===== src/rtl/fwd_bypass_network.sv =====
// Operand forwarding network: tracks DEPTH in-flight writeback stages past EX and
// forwards the youngest matching result to each source operand, flagging load-use hazards.

module fwd_src_sel #(
   parameter int DATA_W = 32,
   parameter int REG_AW = 5,
   parameter int DEPTH  = 2,
   parameter int SEL_W  = 2
) (
   input  logic [REG_AW-1:0]             src_addr,
   input  logic [DATA_W-1:0]             rf_data,
   input  logic [DEPTH-1:0]              vld,
   input  logic [DEPTH-1:0][REG_AW-1:0]  rd,
   input  logic [DEPTH-1:0][DATA_W-1:0]  data,
   input  logic                          ld0,
   output logic [DATA_W-1:0]             fwd_data,
   output logic [SEL_W-1:0]              fwd_sel,
   output logic                          load_use
);

   // Scan oldest to youngest so the youngest match is the last one to take effect.
   always_comb begin
      fwd_data = rf_data;
      fwd_sel  = '0;
      for (int k = DEPTH - 1; k >= 0; k--) begin
         if (vld[k] && rd[k] == src_addr && src_addr != '0) begin
            fwd_data = data[k];
            fwd_sel  = SEL_W'(k + 1);
         end
      end
   end

   assign load_use = (fwd_sel == SEL_W'(1)) && ld0;

endmodule

module fwd_bypass_network #(
   parameter int DATA_W  = 32,
   parameter int REG_AW  = 5,
   parameter int NUM_SRC = 2,
   parameter int DEPTH   = 2,
   localparam int SEL_W  = $clog2(DEPTH + 1)
) (
   input  logic                        Clk,
   input  logic                        Reset,
   input  logic                        Stall_In,
   input  logic                        Flush,
   input  logic [NUM_SRC*REG_AW-1:0]   Src_Addr,
   input  logic [NUM_SRC*DATA_W-1:0]   Src_RF_Data,
   input  logic                        EX_Wr_En,
   input  logic [REG_AW-1:0]           EX_Rd,
   input  logic [DATA_W-1:0]           EX_Result,
   input  logic                        EX_Is_Load,
   input  logic [DATA_W-1:0]           MEM_Load_Data,
   output logic [NUM_SRC*DATA_W-1:0]   Fwd_Data,
   output logic [NUM_SRC*SEL_W-1:0]    Fwd_Sel,
   output logic                        Load_Use_Stall,
   output logic [31:0]                 Stall_Count
);

   logic [DEPTH-1:0]              vld_pipe;
   logic [DEPTH-1:0][REG_AW-1:0]  rd_pipe;
   logic [DEPTH-1:0][DATA_W-1:0]  data_pipe;
   logic                          ld0;
   logic [NUM_SRC-1:0]            lu_vec;
   logic [31:0]                   stall_cnt;

   // Only stage 0 can hold a pending load: load data is merged on the way into stage 1.
   always_ff @(posedge Clk) begin
      if (Reset) begin
         vld_pipe  <= '0;
         rd_pipe   <= '0;
         data_pipe <= '0;
         ld0       <= 1'b0;
      end else if (Flush) begin
         vld_pipe  <= '0;
      end else if (!Stall_In) begin
         vld_pipe[0]  <= EX_Wr_En && EX_Rd != '0;
         rd_pipe[0]   <= EX_Rd;
         data_pipe[0] <= EX_Result;
         ld0          <= EX_Is_Load;
         vld_pipe[1]  <= vld_pipe[0];
         rd_pipe[1]   <= rd_pipe[0];
         data_pipe[1] <= ld0 ? MEM_Load_Data : data_pipe[0];
         for (int k = 2; k < DEPTH; k++) begin
            vld_pipe[k]  <= vld_pipe[k-1];
            rd_pipe[k]   <= rd_pipe[k-1];
            data_pipe[k] <= data_pipe[k-1];
         end
      end
   end

   for (genvar i = 0; i < NUM_SRC; i++) begin : g_src
      fwd_src_sel #(
         .DATA_W (DATA_W),
         .REG_AW (REG_AW),
         .DEPTH  (DEPTH),
         .SEL_W  (SEL_W)
      ) u_sel (
         .src_addr (Src_Addr[i*REG_AW +: REG_AW]),
         .rf_data  (Src_RF_Data[i*DATA_W +: DATA_W]),
         .vld      (vld_pipe),
         .rd       (rd_pipe),
         .data     (data_pipe),
         .ld0      (ld0),
         .fwd_data (Fwd_Data[i*DATA_W +: DATA_W]),
         .fwd_sel  (Fwd_Sel[i*SEL_W +: SEL_W]),
         .load_use (lu_vec[i])
      );
   end

   assign Load_Use_Stall = |lu_vec;

   always_ff @(posedge Clk) begin
      if (Reset)
         stall_cnt <= '0;
      else if (Load_Use_Stall && stall_cnt != 32'hFFFF_FFFF)
         stall_cnt <= stall_cnt + 32'd1;
   end

   assign Stall_Count = stall_cnt;

endmodule


===== config.mk =====
export PLATFORM = sky130hd
export DESIGN_NAME = fwd_bypass_network
export DESIGN_NICKNAME = d
export VERILOG_FILES = /design/src/rtl/fwd_bypass_network.sv
export SDC_FILE = /design/constraint.sdc
export NUM_CORES = 1
export LEC_CHECK = 0
export ABC_AREA = 1
export BUFFER_PORTS_ARGS = -buffer_cell sky130_fd_sc_hd__buf_2
export CAP_MARGIN = 20
export CORE_ASPECT_RATIO = 0.6
export CORE_UTILIZATION = 40
export DETAILED_ROUTE_END_ITERATION = 7
export GPL_TIMING_DRIVEN = 0
export PLACE_DENSITY = 0.67
export SYNTH_ARGS = -nofsm -noshare
export SYNTH_HDL_FRONTEND = slang
export SYNTH_SLANG_ARGS = --single-unit

===== constraint.sdc =====
create_clock -name Clk -period 1.9 [get_ports Clk]
set_input_delay 0.475 -clock Clk [delete_from_list [all_inputs] [get_ports Clk]]
set_output_delay 0.475 -clock Clk [all_outputs]
set_load 0.005 [all_outputs]

---- Word-level counts from Yosys, hierarchy flattened ----
Index checks and enable logic that the tools add are counted.
word-level totals
  bits in registers ....................... 109
  bits in latches ......................... 0
  memory bits (writable) .................. 0
  bits in read-only memories .............. 0
  input port bits ......................... 149
  logic and storage cells ................. 44
  memories ................................ 0
cells by class
  add/subtract/negate cells ............... 1
  $mul .................................... 0
  divide/modulo/power cells ............... 0
  order comparisons ....................... 0
  equal/unequal tests ..................... 7
  shift operators ......................... 0
  muxes and demuxes ....................... 9
  bitwise operators ....................... 2
  reductions and logical operators ........ 18
operators by type and width
  operator                                                         count
  32-bit two-way mux                                               5
  32-bit by 1-bit adder with 32-bit output, second input constant  1
  32-bit != test, second input constant                            1
  5-bit == test                                                    4
  5-bit nonzero test                                               3
  1-bit logical AND                                                12
  2-bit two-way mux                                                4
  2-bit by 1-bit == test with 1-bit output, second input constant  2
  2-bit OR reduction                                               2
  1-bit NOT                                                        2
  2-bit AND reduction                                              1

---- Logic depth before layout (Yosys ltp) ----
  depth after elaboration ................. 9
  depth in mapped cells ................... 12

---- Modules after synthesis ----
From an unflattened synthesis, not the netlist that was laid out.
unflattened totals
  cells, all modules ...................... 1289
  area total of the unflattened synthesis .. 7608.5 um^2
by module, submodules not included
  module              instances  cells each  area an instance (um^2)  seq. area each (um^2)
  fwd_bypass_network  1          709         4956.0                   2182.1
  fwd_src_sel         2          290         1326.3                   0.0

---- Worst setup path before layout ----
No wires, ideal clock.
  kind .................................... in2out
  start point ............................. in Src_Addr[7]
  end point ............................... out Fwd_Data[46]
  arrival ................................. 1.553 ns
  setup slack ............................. -0.128 ns
  cell stages on the path ................. 9
  path buffers ............................ 2
  cells stage by stage .................... nor2_1 -> nand2_1 -> nor2_1 -> nor2_1 -> nand2_1 -> buf_2 -> clkbuf_1 -> nor2_1 -> a31oi_1
between the ends
  word-level cells in the longest chain between the ends .. 5
  elaborated cells on any way between the ends .. 9
  those cells by class .................... eq/ne (2); mux (2); reduce/logical (5)
ends and longest elaborated chain
  item                             line  RTL
  start: declaration               48    input logic [NUM_SRC*REG_AW-1:0] Src_Addr,
  5-bit == test                    26    if (vld[k] && rd[k] == src_addr && src_addr != '0) begin
  1-bit logical AND (2 in series)  26
  32-bit two-way mux               26
  32-bit two-way mux (*)           26
  end: declaration                 55    output logic [NUM_SRC*DATA_W-1:0] Fwd_Data,
Mark *: on every way between the ends. The rest lies on a longest branch, timed or not.

---- Final worst setup path ----
  start point ............................. reg rd_pipe[5] (netlist name)
  end point ............................... out Fwd_Data[45]
between the ends
  word-level cells in the longest chain between the ends .. 5
ends and longest elaborated chain
  item                              line  RTL
  start: declaration                62    logic [DEPTH-1:0][REG_AW-1:0] rd_pipe;
  start signal: indexed assignment  87    rd_pipe[k] <= rd_pipe[k-1];
  5-bit == test                     26
  1-bit logical AND (2 in series)   26
  32-bit two-way mux (2 in series)  26
Every way passes these cells.

==> run_results.csv <==
group,metric,value,unit
job,maxCapViolCount,0,
worst_setup_path,arrival,1970,ps
sta,drv_slew,0,
drt,wirelength,31.0,mm
hold_path,hold_path.class,"input port to flip-flop",
layout,final_util,62.5,%
synthesis,async_flop_share,0,%
floorplan,initial_core_util,41.2,%
clock_tree,cts_num_sinks,109,
synthesis,synth_cells,1124,
synthesis,ys.flop_type,"dfxtp_1",
worst_setup_path,r2r_setup_slack,30,ps
outcome,status,"finished, violations left",
synthesis,synth_top_area_cell,"dfxtp_1",
sta,tightest_slew,618,ps
layout,fillers,1560,
worst_setup_path,cp_max_fo,7,
power,p_leak,4.69,nW
floorplan,die_x,170,um
sta,setup_viol,69,
worst_setup_path,crit_path_end_kind,"primary output",
synthesis,ys_types,28,
floorplan,core_area,16400,um2
clock_tree,clock_latency,350,ps
layout,seq_area,2230,um2
grt,grtUsageTotal,33.7,%
sta,timing.final.ws_setup,-547,ps
placement,dpl.hpwl,21.7,mm
layout,multi_input_area,4570,um2
sta,finalSetupTns,-31310,ps
outcome,violations,"setup timing",
floorplan,die_y,103,um
grt,grt_pass1_wl,44.3,mm
worst_setup_path,worst_r2r_path_depth,10,
clock_tree,numCtsBuffers,9,
placement,gp_congestion,0.995,
drt,route.detailed.drc,0,
drt,drt-vias-per-instance,5.52,
worst_setup_path,r2r_end,"Stall_Count[3]",
grt,overflow,0,
layout,nets,1579,
clock_tree,ctsLongestPathBuffers,2,
sta,fmax,409,MHz
sta,maxSlewHeadroom,58.8,%
clock_tree,cts_root_buf,"clkbuf_16",
placement,dp_slack,-780,ps
hold_path,min_from,"EX_Result[24]",
drt,wl_per_cell,18.6,um
grt,antenna_found_initial,5,
synthesis,yosysMostFrequentCell,"nand2_1",
sta,skew,10.5,ps
worst_setup_path,required,1420,ps
clock_tree,cts_tree,"built",
synthesis,synthesis.nets,1274,
sta,finalHoldViolCount,0,
synthesis,synth_seq_area_share,32.3,%
floorplan,rows,36,
sta,fin_crit_sh,129,%
floorplan,pin_count,250,
drt,ant_nets,0,
placement,port_buffers,248,
clock_tree,htreeDepth,3,
floorplan,fp.dieArea,17400,um2
worst_setup_path,path_class,"flip-flop to primary output",
drt,drt_iter0_drc,1134,
layout,area_growth,51.7,%
clock_tree,clk_pin_slew,80,ps
sta,finalCriticalPeriod,2450,ps
synthesis,syn_avg_cell_area,6.01,um2
synthesis,yosys_warnings,0,
worst_setup_path,r2r_start,"Stall_Count[1]",
hold_path,min_to,"data_pipe[24]",
synthesis,synth_seq_cells,109,
power,vdd_drop_max,0.440,mV
synthesis,yosys-top-cells-area,"dfxtp_1, nand2_1, nor2_1",
drt,drt_pass1_iterations,5,
synthesis,synth_enable_flop_cells,0,
hold_path,hold_path_depth,3,
worst_setup_path,cp-start-kind,"flip-flop",
drt,vias,9199,
sta,rsz0062_at_grt,"true",
grt,first_global_vias,7874,
grt,grt_max_degree,19,
synthesis,syn-cell-area,6760,um2
synthesis,synth_top_area_share,32.3,%
power,powerDensity,539,nW/um2
synthesis,yosys-top-cells-count,"nand2_1, nor2_1, a21oi_1, dfxtp_1, nand3_1",
layout,drive_gt1_share,34.0,%
-- logic make-up (layout without fill, tap and decap cells) --
logic type / count (synthesis) / in the layout / share of synthesized area [%]
buffers and inverters: 152 / 462 / 8.87
AOI/OAI and AO/OA: 257 / 257 / 20.9
and+or+nand+nor: 583 / 583 / 34.9
adders and majority gates: 1 / 1 / 0.185
xor gates and xnor gates: 22 / 22 / 2.85
DFF: 109 / 109 / 32.3
other: 0 / 3 / 0
-- critical path: stages (launching register included) --
cell       delay (ps)
dfxtp_4           370
a21oi_4           150
nand2_2            80
nor3_4            210
buf_12            190
nand2_8           110
clkbuf_16         190
nand2_4            60
a31oi_4           100
buf_2             140
-- power breakdown --
part | switching [W] | internal [W] | total (W)
Combinational | 0.000547 | 0.000411 | 0.000958
Clock | 0.000946 | 0.00111 | 0.00206
Sequential | 0.000122 | 0.00239 | 0.00251
-- sequential cells by signal, indices dropped and copies added (netlist names) --
register,count
vld_pipe,2
Stall_Count,32
ld0,1
data_pipe,64
rd_pipe,10
-- worst max path at each step --
stage | endpoint | slack (ps) | from
2_1_floorplan | Fwd_Data[10] | -20 | Src_Addr[2]
3_3_place_gp | Fwd_Data[45] | -790 | Src_Addr[5]
3_5_place_dp | Fwd_Data[45] | -780 | Src_Addr[5]
4_1_cts | Fwd_Data[52] | -480 | rd_pipe[7]
5_1_grt | Fwd_Data[20] | -620 | rd_pipe[6]
6_report | Fwd_Data[45] | -550 | rd_pipe[5]
-- per-stage QoR --
| stage | instances | area [um2] | hold slack, ps | total power, W |
|---|---|---|---|---|
| finish | 1665 | 10300 | 346 | 0.00553 |
| global route | 1665 | 10300 | 341 | 0.00574 |
| CTS | 1645 | 9620 | 342 | 0.00545 |
| detailed placement | 1600 | 8330 | 495 | 0.00332 |
| global placement | 1600 | 8330 | 483 | 0.00332 |
| floorplan | 1124 | 6800 | 450 | 0.00291 |
-- metal layers --
metal / share of wire, % / vias up / global-route usage [%]
li1: - / 4301 / -
met1: 45 / 4259 / 50.2
met2: 40 / 574 / 46.6
met3: 13 / 63 / 9.14
met4: 2.2 / 2 / 9.56
met5: 0.039 / - / 0
-- cell type report --
class | count | share of cell area (%)
Clock buffer | 11 | 2.46
Clock inverter | 5 | 0.659
Timing Repair Buffer | 294 | 17.7
Multi-Input combinational cell | 863 | 44.6
Antenna cell | 3 | 0.0732
Tap cell | 228 | 2.78
Inverter | 79 | 3.01
Buffer | 73 | 7.00
Sequential cell | 109 | 21.7
-- timing repair --
item,in CTS,in global routing
pin swaps,45,35
endpoints found under the setup margin,101,103
resized for setup,164,128
hold buffers,0,0
setup buffers,21,12
gates cloned,8,6
-- placed cells by master, fill, tap and decap left out, drive strengths merged --
cell type / instances
dfxtp: 109
or2: 1
clkinv: 4
o21ai: 77
o22ai: 2
nor3: 5
o41ai: 1
a21oi: 113
a31oi: 32
nand4: 2
o211ai: 32
diode: 3
nor2: 161
clkbuf: 69
inv: 79
ha: 1
bufinv: 1
buf: 309
nand3: 85
nand2: 329
xnor2: 8
xor2: 14
No activity file was read; power rests on OpenSTA's default activity.
